File: src/rtl/mips_mc_pkg.sv
// mips_mc_pkg: shared encodings for the multi-cycle MIPS control path.
// Holds the controller state enum, instruction-class enum, opcode/funct
// constants and the datapath select/op encodings driven by mips_mc_ctrl.
package mips_mc_pkg;

   typedef enum logic [3:0] {
      S_FETCH    = 4'd0,
      S_DECODE   = 4'd1,
      S_MEMADR   = 4'd2,
      S_MEMRD    = 4'd3,
      S_MEMWB    = 4'd4,
      S_MEMWR    = 4'd5,
      S_RTYPE_EX = 4'd6,
      S_RTYPE_WB = 4'd7,
      S_IMM_EX   = 4'd8,
      S_IMM_WB   = 4'd9,
      S_BEQ_EX   = 4'd10,
      S_JAL      = 4'd11,
      S_JR       = 4'd12
   } state_t;

   typedef enum logic [2:0] {
      CL_NOP, CL_LS, CL_RTYPE, CL_IMM, CL_BEQ, CL_JAL, CL_JR
   } instr_class_t;

   localparam logic [5:0] OP_RTYPE = 6'b000000;
   localparam logic [5:0] OP_ORI   = 6'b001101;
   localparam logic [5:0] OP_LUI   = 6'b001111;
   localparam logic [5:0] OP_LW    = 6'b100011;
   localparam logic [5:0] OP_SW    = 6'b101011;
   localparam logic [5:0] OP_BEQ   = 6'b000100;
   localparam logic [5:0] OP_JAL   = 6'b000011;

   localparam logic [5:0] FN_ADDU  = 6'b100001;
   localparam logic [5:0] FN_SUBU  = 6'b100011;
   localparam logic [5:0] FN_JR    = 6'b001000;

   typedef enum logic [2:0] {ALU_ADD = 3'd0, ALU_SUB = 3'd1, ALU_OR = 3'd2, ALU_PASSB = 3'd3} alu_op_t;
   typedef enum logic [1:0] {EXT_ZERO = 2'd0, EXT_SIGN = 2'd1, EXT_LUI = 2'd2} ext_op_t;
   typedef enum logic [1:0] {PC_ALU = 2'd0, PC_ALUOUT = 2'd1, PC_JUMP = 2'd2, PC_RS = 2'd3} pc_src_t;
   typedef enum logic [1:0] {RD_RT = 2'd0, RD_RD = 2'd1, RD_RA = 2'd2} reg_dst_t;
   typedef enum logic [1:0] {WD_ALUOUT = 2'd0, WD_MDR = 2'd1, WD_PC = 2'd2} wd_sel_t;
   typedef enum logic [1:0] {SRCB_B = 2'd0, SRCB_FOUR = 2'd1, SRCB_IMM = 2'd2, SRCB_IMM4 = 2'd3} alu_src_b_t;

endpackage

File: src/rtl/mips_mc_ctrl_if.sv
// mips_mc_ctrl_if: controller <-> datapath bundle.
//   master (controller): reads opcode/funct/zero, drives all control lines
//   slave  (datapath)  : drives opcode/funct/zero, reads control lines
interface mips_mc_ctrl_if;
   logic [5:0] opcode;
   logic [5:0] funct;
   logic       zero;
   logic       pc_we;
   logic [1:0] pc_src;
   logic       ir_we;
   logic       iord;
   logic       mem_we;
   logic       reg_we;
   logic [1:0] reg_dst;
   logic [1:0] wd_sel;
   logic       alu_src_a;
   logic [1:0] alu_src_b;
   logic [2:0] alu_op;
   logic [1:0] ext_op;
   logic       instr_done;
   logic [3:0] state;

   modport master (
      input  opcode, funct, zero,
      output pc_we, pc_src, ir_we, iord, mem_we, reg_we, reg_dst, wd_sel,
             alu_src_a, alu_src_b, alu_op, ext_op, instr_done, state
   );

   modport slave (
      output opcode, funct, zero,
      input  pc_we, pc_src, ir_we, iord, mem_we, reg_we, reg_dst, wd_sel,
             alu_src_a, alu_src_b, alu_op, ext_op, instr_done, state
   );
endinterface

File: src/rtl/mips_mc_decode.sv
// mips_mc_decode: combinational opcode/funct -> instruction class map.
//   opcode, funct : latched IR fields
//   cls           : class used to pick the DECODE successor state
module mips_mc_decode
   import mips_mc_pkg::*;
(
   input  logic [5:0]   opcode,
   input  logic [5:0]   funct,
   output instr_class_t cls
);
   always_comb begin
      cls = CL_NOP;
      unique case (opcode)
         OP_RTYPE: begin
            if (funct == FN_ADDU || funct == FN_SUBU) cls = CL_RTYPE;
            else if (funct == FN_JR)                  cls = CL_JR;
            else                                      cls = CL_NOP;
         end
         OP_LW, OP_SW:   cls = CL_LS;
         OP_ORI, OP_LUI: cls = CL_IMM;
         OP_BEQ:         cls = CL_BEQ;
         OP_JAL:         cls = CL_JAL;
         default:        cls = CL_NOP;
      endcase
   end
endmodule

File: src/rtl/mips_mc_ctrl.sv
// mips_mc_ctrl: main control FSM of the multi-cycle MIPS core.
//   clk   : rising-edge clock
//   reset : asynchronous, active-high; forces FETCH
//   bus   : master side of mips_mc_ctrl_if (IR fields + zero in,
//           datapath control lines and debug state out)
module mips_mc_ctrl
   import mips_mc_pkg::*;
(
   input  logic           clk,
   input  logic           reset,
   mips_mc_ctrl_if.master bus
);
   state_t       cur, nxt;
   instr_class_t cls;

   mips_mc_decode u_decode (
      .opcode (bus.opcode),
      .funct  (bus.funct),
      .cls    (cls)
   );

   always_ff @(posedge clk or posedge reset) begin
      if (reset) cur <= S_FETCH;
      else       cur <= nxt;
   end

   assign bus.state = cur;

   always_comb begin
      nxt            = cur;
      bus.pc_we      = 1'b0;
      bus.pc_src     = PC_ALU;
      bus.ir_we      = 1'b0;
      bus.iord       = 1'b0;
      bus.mem_we     = 1'b0;
      bus.reg_we     = 1'b0;
      bus.reg_dst    = RD_RT;
      bus.wd_sel     = WD_ALUOUT;
      bus.alu_src_a  = 1'b0;
      bus.alu_src_b  = SRCB_B;
      bus.alu_op     = ALU_ADD;
      bus.ext_op     = EXT_ZERO;
      bus.instr_done = 1'b0;

      unique case (cur)
         S_FETCH: begin
            bus.ir_we     = 1'b1;
            bus.pc_we     = 1'b1;
            bus.alu_src_b = SRCB_FOUR;
            nxt           = S_DECODE;
         end
         S_DECODE: begin
            bus.alu_src_b = SRCB_IMM4;
            bus.ext_op    = EXT_SIGN;
            unique case (cls)
               CL_LS:    nxt = S_MEMADR;
               CL_RTYPE: nxt = S_RTYPE_EX;
               CL_IMM:   nxt = S_IMM_EX;
               CL_BEQ:   nxt = S_BEQ_EX;
               CL_JAL:   nxt = S_JAL;
               CL_JR:    nxt = S_JR;
               default: begin
                  bus.instr_done = 1'b1;
                  nxt            = S_FETCH;
               end
            endcase
         end
         S_MEMADR: begin
            bus.alu_src_a = 1'b1;
            bus.alu_src_b = SRCB_IMM;
            bus.ext_op    = EXT_SIGN;
            nxt           = (bus.opcode == OP_LW) ? S_MEMRD : S_MEMWR;
         end
         S_MEMRD: begin
            bus.iord = 1'b1;
            nxt      = S_MEMWB;
         end
         S_MEMWB: begin
            bus.reg_we     = 1'b1;
            bus.wd_sel     = WD_MDR;
            bus.instr_done = 1'b1;
            nxt            = S_FETCH;
         end
         S_MEMWR: begin
            bus.iord       = 1'b1;
            bus.mem_we     = 1'b1;
            bus.instr_done = 1'b1;
            nxt            = S_FETCH;
         end
         S_RTYPE_EX: begin
            bus.alu_src_a = 1'b1;
            bus.alu_op    = (bus.funct == FN_SUBU) ? ALU_SUB : ALU_ADD;
            nxt           = S_RTYPE_WB;
         end
         S_RTYPE_WB: begin
            bus.reg_we     = 1'b1;
            bus.reg_dst    = RD_RD;
            bus.instr_done = 1'b1;
            nxt            = S_FETCH;
         end
         S_IMM_EX: begin
            bus.alu_src_a = 1'b1;
            bus.alu_src_b = SRCB_IMM;
            if (bus.opcode == OP_ORI) begin
               bus.ext_op = EXT_ZERO;
               bus.alu_op = ALU_OR;
            end else begin
               bus.ext_op = EXT_LUI;
               bus.alu_op = ALU_PASSB;
            end
            nxt = S_IMM_WB;
         end
         S_IMM_WB: begin
            bus.reg_we     = 1'b1;
            bus.instr_done = 1'b1;
            nxt            = S_FETCH;
         end
         S_BEQ_EX: begin
            bus.alu_src_a  = 1'b1;
            bus.alu_op     = ALU_SUB;
            bus.pc_we      = bus.zero;
            bus.pc_src     = PC_ALUOUT;
            bus.instr_done = 1'b1;
            nxt            = S_FETCH;
         end
         S_JAL: begin
            bus.pc_we      = 1'b1;
            bus.pc_src     = PC_JUMP;
            bus.reg_we     = 1'b1;
            bus.reg_dst    = RD_RA;
            bus.wd_sel     = WD_PC;
            bus.instr_done = 1'b1;
            nxt            = S_FETCH;
         end
         S_JR: begin
            bus.pc_we      = 1'b1;
            bus.pc_src     = PC_RS;
            bus.instr_done = 1'b1;
            nxt            = S_FETCH;
         end
         default: nxt = S_FETCH;
      endcase

      // Reset is asynchronous, so the enables are masked combinationally:
      // state already reads FETCH, but FETCH would otherwise raise pc_we/ir_we.
      if (reset) begin
         bus.pc_we      = 1'b0;
         bus.ir_we      = 1'b0;
         bus.mem_we     = 1'b0;
         bus.reg_we     = 1'b0;
         bus.instr_done = 1'b0;
      end
   end
endmodule

File: src/flat_wrapper.sv
// flat-port wrapper written by rule: the top's interface ports become plain ports
module mips_mc_ctrl_flat import mips_mc_pkg::*;
  (clk, reset, bus_opcode, bus_funct, bus_zero, bus_pc_we, bus_pc_src, bus_ir_we, bus_iord, bus_mem_we, bus_reg_we, bus_reg_dst, bus_wd_sel, bus_alu_src_a, bus_alu_src_b, bus_alu_op, bus_ext_op, bus_instr_done, bus_state);
  mips_mc_ctrl_if bus_i ();
  input  logic clk;
  input  logic reset;
  input wire logic [$bits(bus_i.opcode)-1:0] bus_opcode;
  input wire logic [$bits(bus_i.funct)-1:0] bus_funct;
  input wire logic [$bits(bus_i.zero)-1:0] bus_zero;
  output wire logic [$bits(bus_i.pc_we)-1:0] bus_pc_we;
  output wire logic [$bits(bus_i.pc_src)-1:0] bus_pc_src;
  output wire logic [$bits(bus_i.ir_we)-1:0] bus_ir_we;
  output wire logic [$bits(bus_i.iord)-1:0] bus_iord;
  output wire logic [$bits(bus_i.mem_we)-1:0] bus_mem_we;
  output wire logic [$bits(bus_i.reg_we)-1:0] bus_reg_we;
  output wire logic [$bits(bus_i.reg_dst)-1:0] bus_reg_dst;
  output wire logic [$bits(bus_i.wd_sel)-1:0] bus_wd_sel;
  output wire logic [$bits(bus_i.alu_src_a)-1:0] bus_alu_src_a;
  output wire logic [$bits(bus_i.alu_src_b)-1:0] bus_alu_src_b;
  output wire logic [$bits(bus_i.alu_op)-1:0] bus_alu_op;
  output wire logic [$bits(bus_i.ext_op)-1:0] bus_ext_op;
  output wire logic [$bits(bus_i.instr_done)-1:0] bus_instr_done;
  output wire logic [$bits(bus_i.state)-1:0] bus_state;
  assign bus_i.opcode = bus_opcode;
  assign bus_i.funct = bus_funct;
  assign bus_i.zero = bus_zero;
  assign bus_pc_we = bus_i.pc_we;
  assign bus_pc_src = bus_i.pc_src;
  assign bus_ir_we = bus_i.ir_we;
  assign bus_iord = bus_i.iord;
  assign bus_mem_we = bus_i.mem_we;
  assign bus_reg_we = bus_i.reg_we;
  assign bus_reg_dst = bus_i.reg_dst;
  assign bus_wd_sel = bus_i.wd_sel;
  assign bus_alu_src_a = bus_i.alu_src_a;
  assign bus_alu_src_b = bus_i.alu_src_b;
  assign bus_alu_op = bus_i.alu_op;
  assign bus_ext_op = bus_i.ext_op;
  assign bus_instr_done = bus_i.instr_done;
  assign bus_state = bus_i.state;
  mips_mc_ctrl u_core (.clk(clk), .reset(reset), .bus(bus_i));
endmodule
File: config.mk
export PLATFORM = sky130hd
export DESIGN_NAME = mips_mc_ctrl_flat
export DESIGN_NICKNAME = d
export VERILOG_FILES = /design/src/rtl/mips_mc_pkg.sv /design/src/rtl/mips_mc_ctrl_if.sv /design/src/rtl/mips_mc_decode.sv /design/src/rtl/mips_mc_ctrl.sv /design/src/flat_wrapper.sv
export SDC_FILE = /design/constraint.sdc
export NUM_CORES = 1
export LEC_CHECK = 0
export CORE_UTILIZATION = 39
export DETAILED_ROUTE_END_ITERATION = 6
export PLACE_DENSITY = 0.83
export SKIP_CTS_REPAIR_TIMING = 1
export SLEW_MARGIN = 20
export SYNTH_ARGS = -nofsm -noshare
export SYNTH_HDL_FRONTEND = slang
export SYNTH_HIERARCHICAL = 1
export SYNTH_SLANG_ARGS = --single-unit
export TNS_END_PERCENT = 100
File: constraint.sdc
create_clock -name clk -period 2.53 [get_ports clk]
set_clock_uncertainty 0.1 [all_clocks]
set_input_delay 0.253 -clock clk [delete_from_list [all_inputs] [get_ports clk]]
set_output_delay 0.253 -clock clk [all_outputs]
set_load 0.05 [all_outputs]
==> results.toml <==
[pwr]
power_density_over_the_cells_mw_per_mm2 = 685.3
clockPowerShare_pct = 8.8
leakagePower_nw = 0.6287
internal_power_mw = 0.4113
total_switching_power_mw = 0.5044
ir_worst_vdd_mv = 0.5064
share_seq_of_total_power_pct = 13.3
comb_power_share_pct = 77.9
p_sw_share_pct = 55.09

[detailed_routing]
detail_route.drc_violations = 0
post_drt_via_cell_ratio = 5.654
drt-wirelength-per-cell_um = 14.28
routed_wirelength_um = 2556
initialDrtViolationCount = 49
route.antenna.remaining_nets = 0
drt_pass1_iterations = 4
vias = 1012

[logic_synthesis]
synth_top_family_by_area = "simple AND/OR/NAND/NOR gates"
post_synth_instance_area_um2 = 745.7
synth-xor-area-share_pct = 3.523
synth-seq-cells = 4
compound_cell_area_share_of_the_yosys_netlist_pct = 23.99
synthesis.nets = 118
avgSynthCellArea_um2 = 7.240
synth.distinct_cells = 46
synth.top_cells.by_count = "sky130_fd_sc_hd__nor2_1, sky130_fd_sc_hd__nand2b_1, sky130_fd_sc_hd__buf_2, sky130_fd_sc_hd__nand2_1, sky130_fd_sc_hd__nand3_1"
post_synth_inst_count = 103
yosys_warnings = 6
yosys.cell_count.top_type = "sky130_fd_sc_hd__nor2_1"
yosys_most_used_dff = "sky130_fd_sc_hd__dfrtp_1"
muxShareOfSynthArea_pct = 1.342
async_reset_ff_share_pct = 100.0
seq_total_area_yosys_pct = 13.42
synth_area_leaders = "sky130_fd_sc_hd__dfrtp_1, sky130_fd_sc_hd__nor2_1, sky130_fd_sc_hd__nand2b_1, sky130_fd_sc_hd__buf_2, sky130_fd_sc_hd__nand3_1"
synth_top_area_share_pct = 13.42
yosysTopAreaCell = "sky130_fd_sc_hd__dfrtp_1"
synth-simple-area-share_pct = 47.82
synthAdderAreaFrac_pct = 0
synth_enable_flop_cells = 0

[global_routing]
antenna_found_initial = 0
gr-total-overflow = 0
grt_max_degree = 15
grtUsageTotal_pct = 23.81
wire_length_of_the_first_global_routing_pass_um = 3567
via_count_of_the_first_global_routing_pass = 862

[hold_path]
hold_path_class = "in -> async"

[clock_tree]
worst_skew_pair.late_latency_ns = 0.24
worst_setup_hold_path_clk_slew_ns = 0.04
cts.root.buffer_cell = "sky130_fd_sc_hd__clkbuf_4"
h-tree-depth = 1
cts.sinks = 4
cts_buffers = 3
clock_path_buffers = 2
clock_tree_from_tritoncts = "yes"

[critical_path]
worst_setup_path_start_kind = "primary input"
reg2regPathDepth = 5
worstReg2RegEnd = "u_core/bus.state[2]"
cp-end-kind = "output port"
worstSetupStartpoint = "bus_funct[0]"
critPathKind = "in -> out"
worstPathArrival_ns = 2.14
timing.critical_path.fanout_max = 3
setup.reg_to_reg.worst_slack_ns = 0.76
worst_r2r_startpoint = "u_core/bus.state[0]"
worstSetupEndpoint = "bus_instr_done"
cp.required_ns = 2.18

[sta]
max_freq_mhz = 400.6
setup_violations = 0
finalHoldViolations = 0
min_period_over_period_pct = 98.67
worst_case_headroom_to_the_max_slew_limit_pct = 66.47
timing_max_transition_violations_final = 0
hold_slack_ns = 0.2860
tightestPinTransition_ns = 0.5014
setup-tns-final_ns = 0
min_period_ns = 2.496

[floorplan]
die_area_mm2 = 0.002091
floorplan.core_area_mm2 = 0.001764
top_level_ports = 39
chipWidth_um = 45.73
start_util_pct = 42.27
placement_rows = 15
die_h_um = 45.73

[layout]
fraction_of_layout_cells_with_a_size_suffix_above_1_pct = 36.36
antennaDiodeCount = 0
final_net_count = 171
syn_to_final_growth_pct = 79.19
largest_register_ff_count = 4
n_fill_cell = 140

[placement]
dp_hpwl_um = 1881
numPortBuffers = 37
place.gp.congestion = 0.8670

[flow_run]
timing.max_cap.violations = 0

[status]
outcome = "finished, final reports clean"
==> per-stage QoR <==
step | total power, mW | setup WS (ns) | area [um2] | utilization [%] | instances
3_3_place_gp | 0.8183 | -0.1289 | 1257 | 71.28 | 172
4_1_cts | 0.9128 | -0.2339 | 1280 | 72.55 | 175
3_5_place_dp | 0.8276 | -0.2045 | 1257 | 71.28 | 172
2_1_floorplan | 0.5788 | -0.02998 | 772.0 | - | 103
5_1_grt | 0.9659 | -0.03847 | 1336 | 75.74 | 179
6_report | 0.9157 | 0.03377 | 1336 | 75.74 | 179
==> cell type report <==
type                            count  area [um2]  area share, %
Clock buffer                        3       22.52          1.685
Inverter                            3       11.26         0.8427
Multi-Input combinational cell     87       623.1          46.63
Sequential cell                     4       100.1          7.491
Tap cell                           25       31.28          2.341
Timing Repair Buffer               57       548.0          41.01
==> routing by layer <==
| layer | wire (um) | track usage, % | vias up |
|---|---|---|---|
| met3 | 126 | 2.381 | 10 |
| li1 | - | - | 480 |
| met1 | 1022 | 27.23 | 473 |
| met5 | 0 | 0 | - |
| met4 | 37 | 11.76 | 0 |
| met2 | 1370 | 43.43 | 49 |
==> how the worst min path moves through the flow <==
stage	start	endpoint	slack (ns)	cells past startpoint
3_5_place_dp	reset	u_core/bus.state[3]	0.54	2
5_1_grt	reset	u_core/bus.state[1]	0.30	2
4_1_cts	reset	u_core/bus.state[1]	0.30	2
2_1_floorplan	reset	u_core/bus.state[0]	-0.07	1
3_3_place_gp	reset	u_core/bus.state[0]	0.52	2
6_report	reset	u_core/bus.state[1]	0.29	2
==> cell families (layout without fill, tap and decap cells) <==
group	count (synthesis)	in the layout
simple gates	59	59
compound gates	23	23
buf+inv	12	63
flops	4	4
xor+xnor	3	3
other cells	1	1
mux	1	1
==> worst max-delay path, stage by stage <==
cell	delay, ns
sky130_fd_sc_hd__dlymetal6s2s_1	0.15
sky130_fd_sc_hd__nor4b_4	0.30
sky130_fd_sc_hd__buf_4	0.16
sky130_fd_sc_hd__o211ai_2	0.09
sky130_fd_sc_hd__a211oi_2	0.30
sky130_fd_sc_hd__or3_1	0.19
sky130_fd_sc_hd__nand2_1	0.07
sky130_fd_sc_hd__o22a_1	0.17
sky130_fd_sc_hd__o2111a_1	0.29
sky130_fd_sc_hd__buf_12	0.16
==> placed cells by master (no fill, tap or decap), types with 2 or more instances in the layout <==
cell and n:
sky130_fd_sc_hd__xnor2_1 2, sky130_fd_sc_hd__nand2b_1 7, sky130_fd_sc_hd__buf_12 5, sky130_fd_sc_hd__dfrtp_1 4, sky130_fd_sc_hd__a31oi_1 2, sky130_fd_sc_hd__nand3_1 5, sky130_fd_sc_hd__nor4_2 2, sky130_fd_sc_hd__nor2b_1 3
sky130_fd_sc_hd__clkbuf_4 3, sky130_fd_sc_hd__dlymetal6s2s_1 8, sky130_fd_sc_hd__nor2_1 16, sky130_fd_sc_hd__nand4_1 2, sky130_fd_sc_hd__nor3_2 2, sky130_fd_sc_hd__and2_1 2, sky130_fd_sc_hd__nand2_1 5, sky130_fd_sc_hd__clkbuf_2 3
sky130_fd_sc_hd__o22ai_1 2, sky130_fd_sc_hd__inv_1 3, sky130_fd_sc_hd__buf_4 31, sky130_fd_sc_hd__clkdlybuf4s50_1 10, sky130_fd_sc_hd__a21oi_1 4, sky130_fd_sc_hd__o21ai_0 2
==> power by group through the flow <==
stage | Combinational [mW] | Clock [mW] | Sequential (mW)
floorplan | 0.439 | 0 | 0.140
global placement | 0.697 | 0 | 0.122
detailed placement | 0.705 | 0 | 0.123
CTS | 0.707 | 0.0831 | 0.122
global route | 0.744 | 0.0935 | 0.128
finish | 0.714 | 0.0802 | 0.122
(Power assumes the default switching activity.)
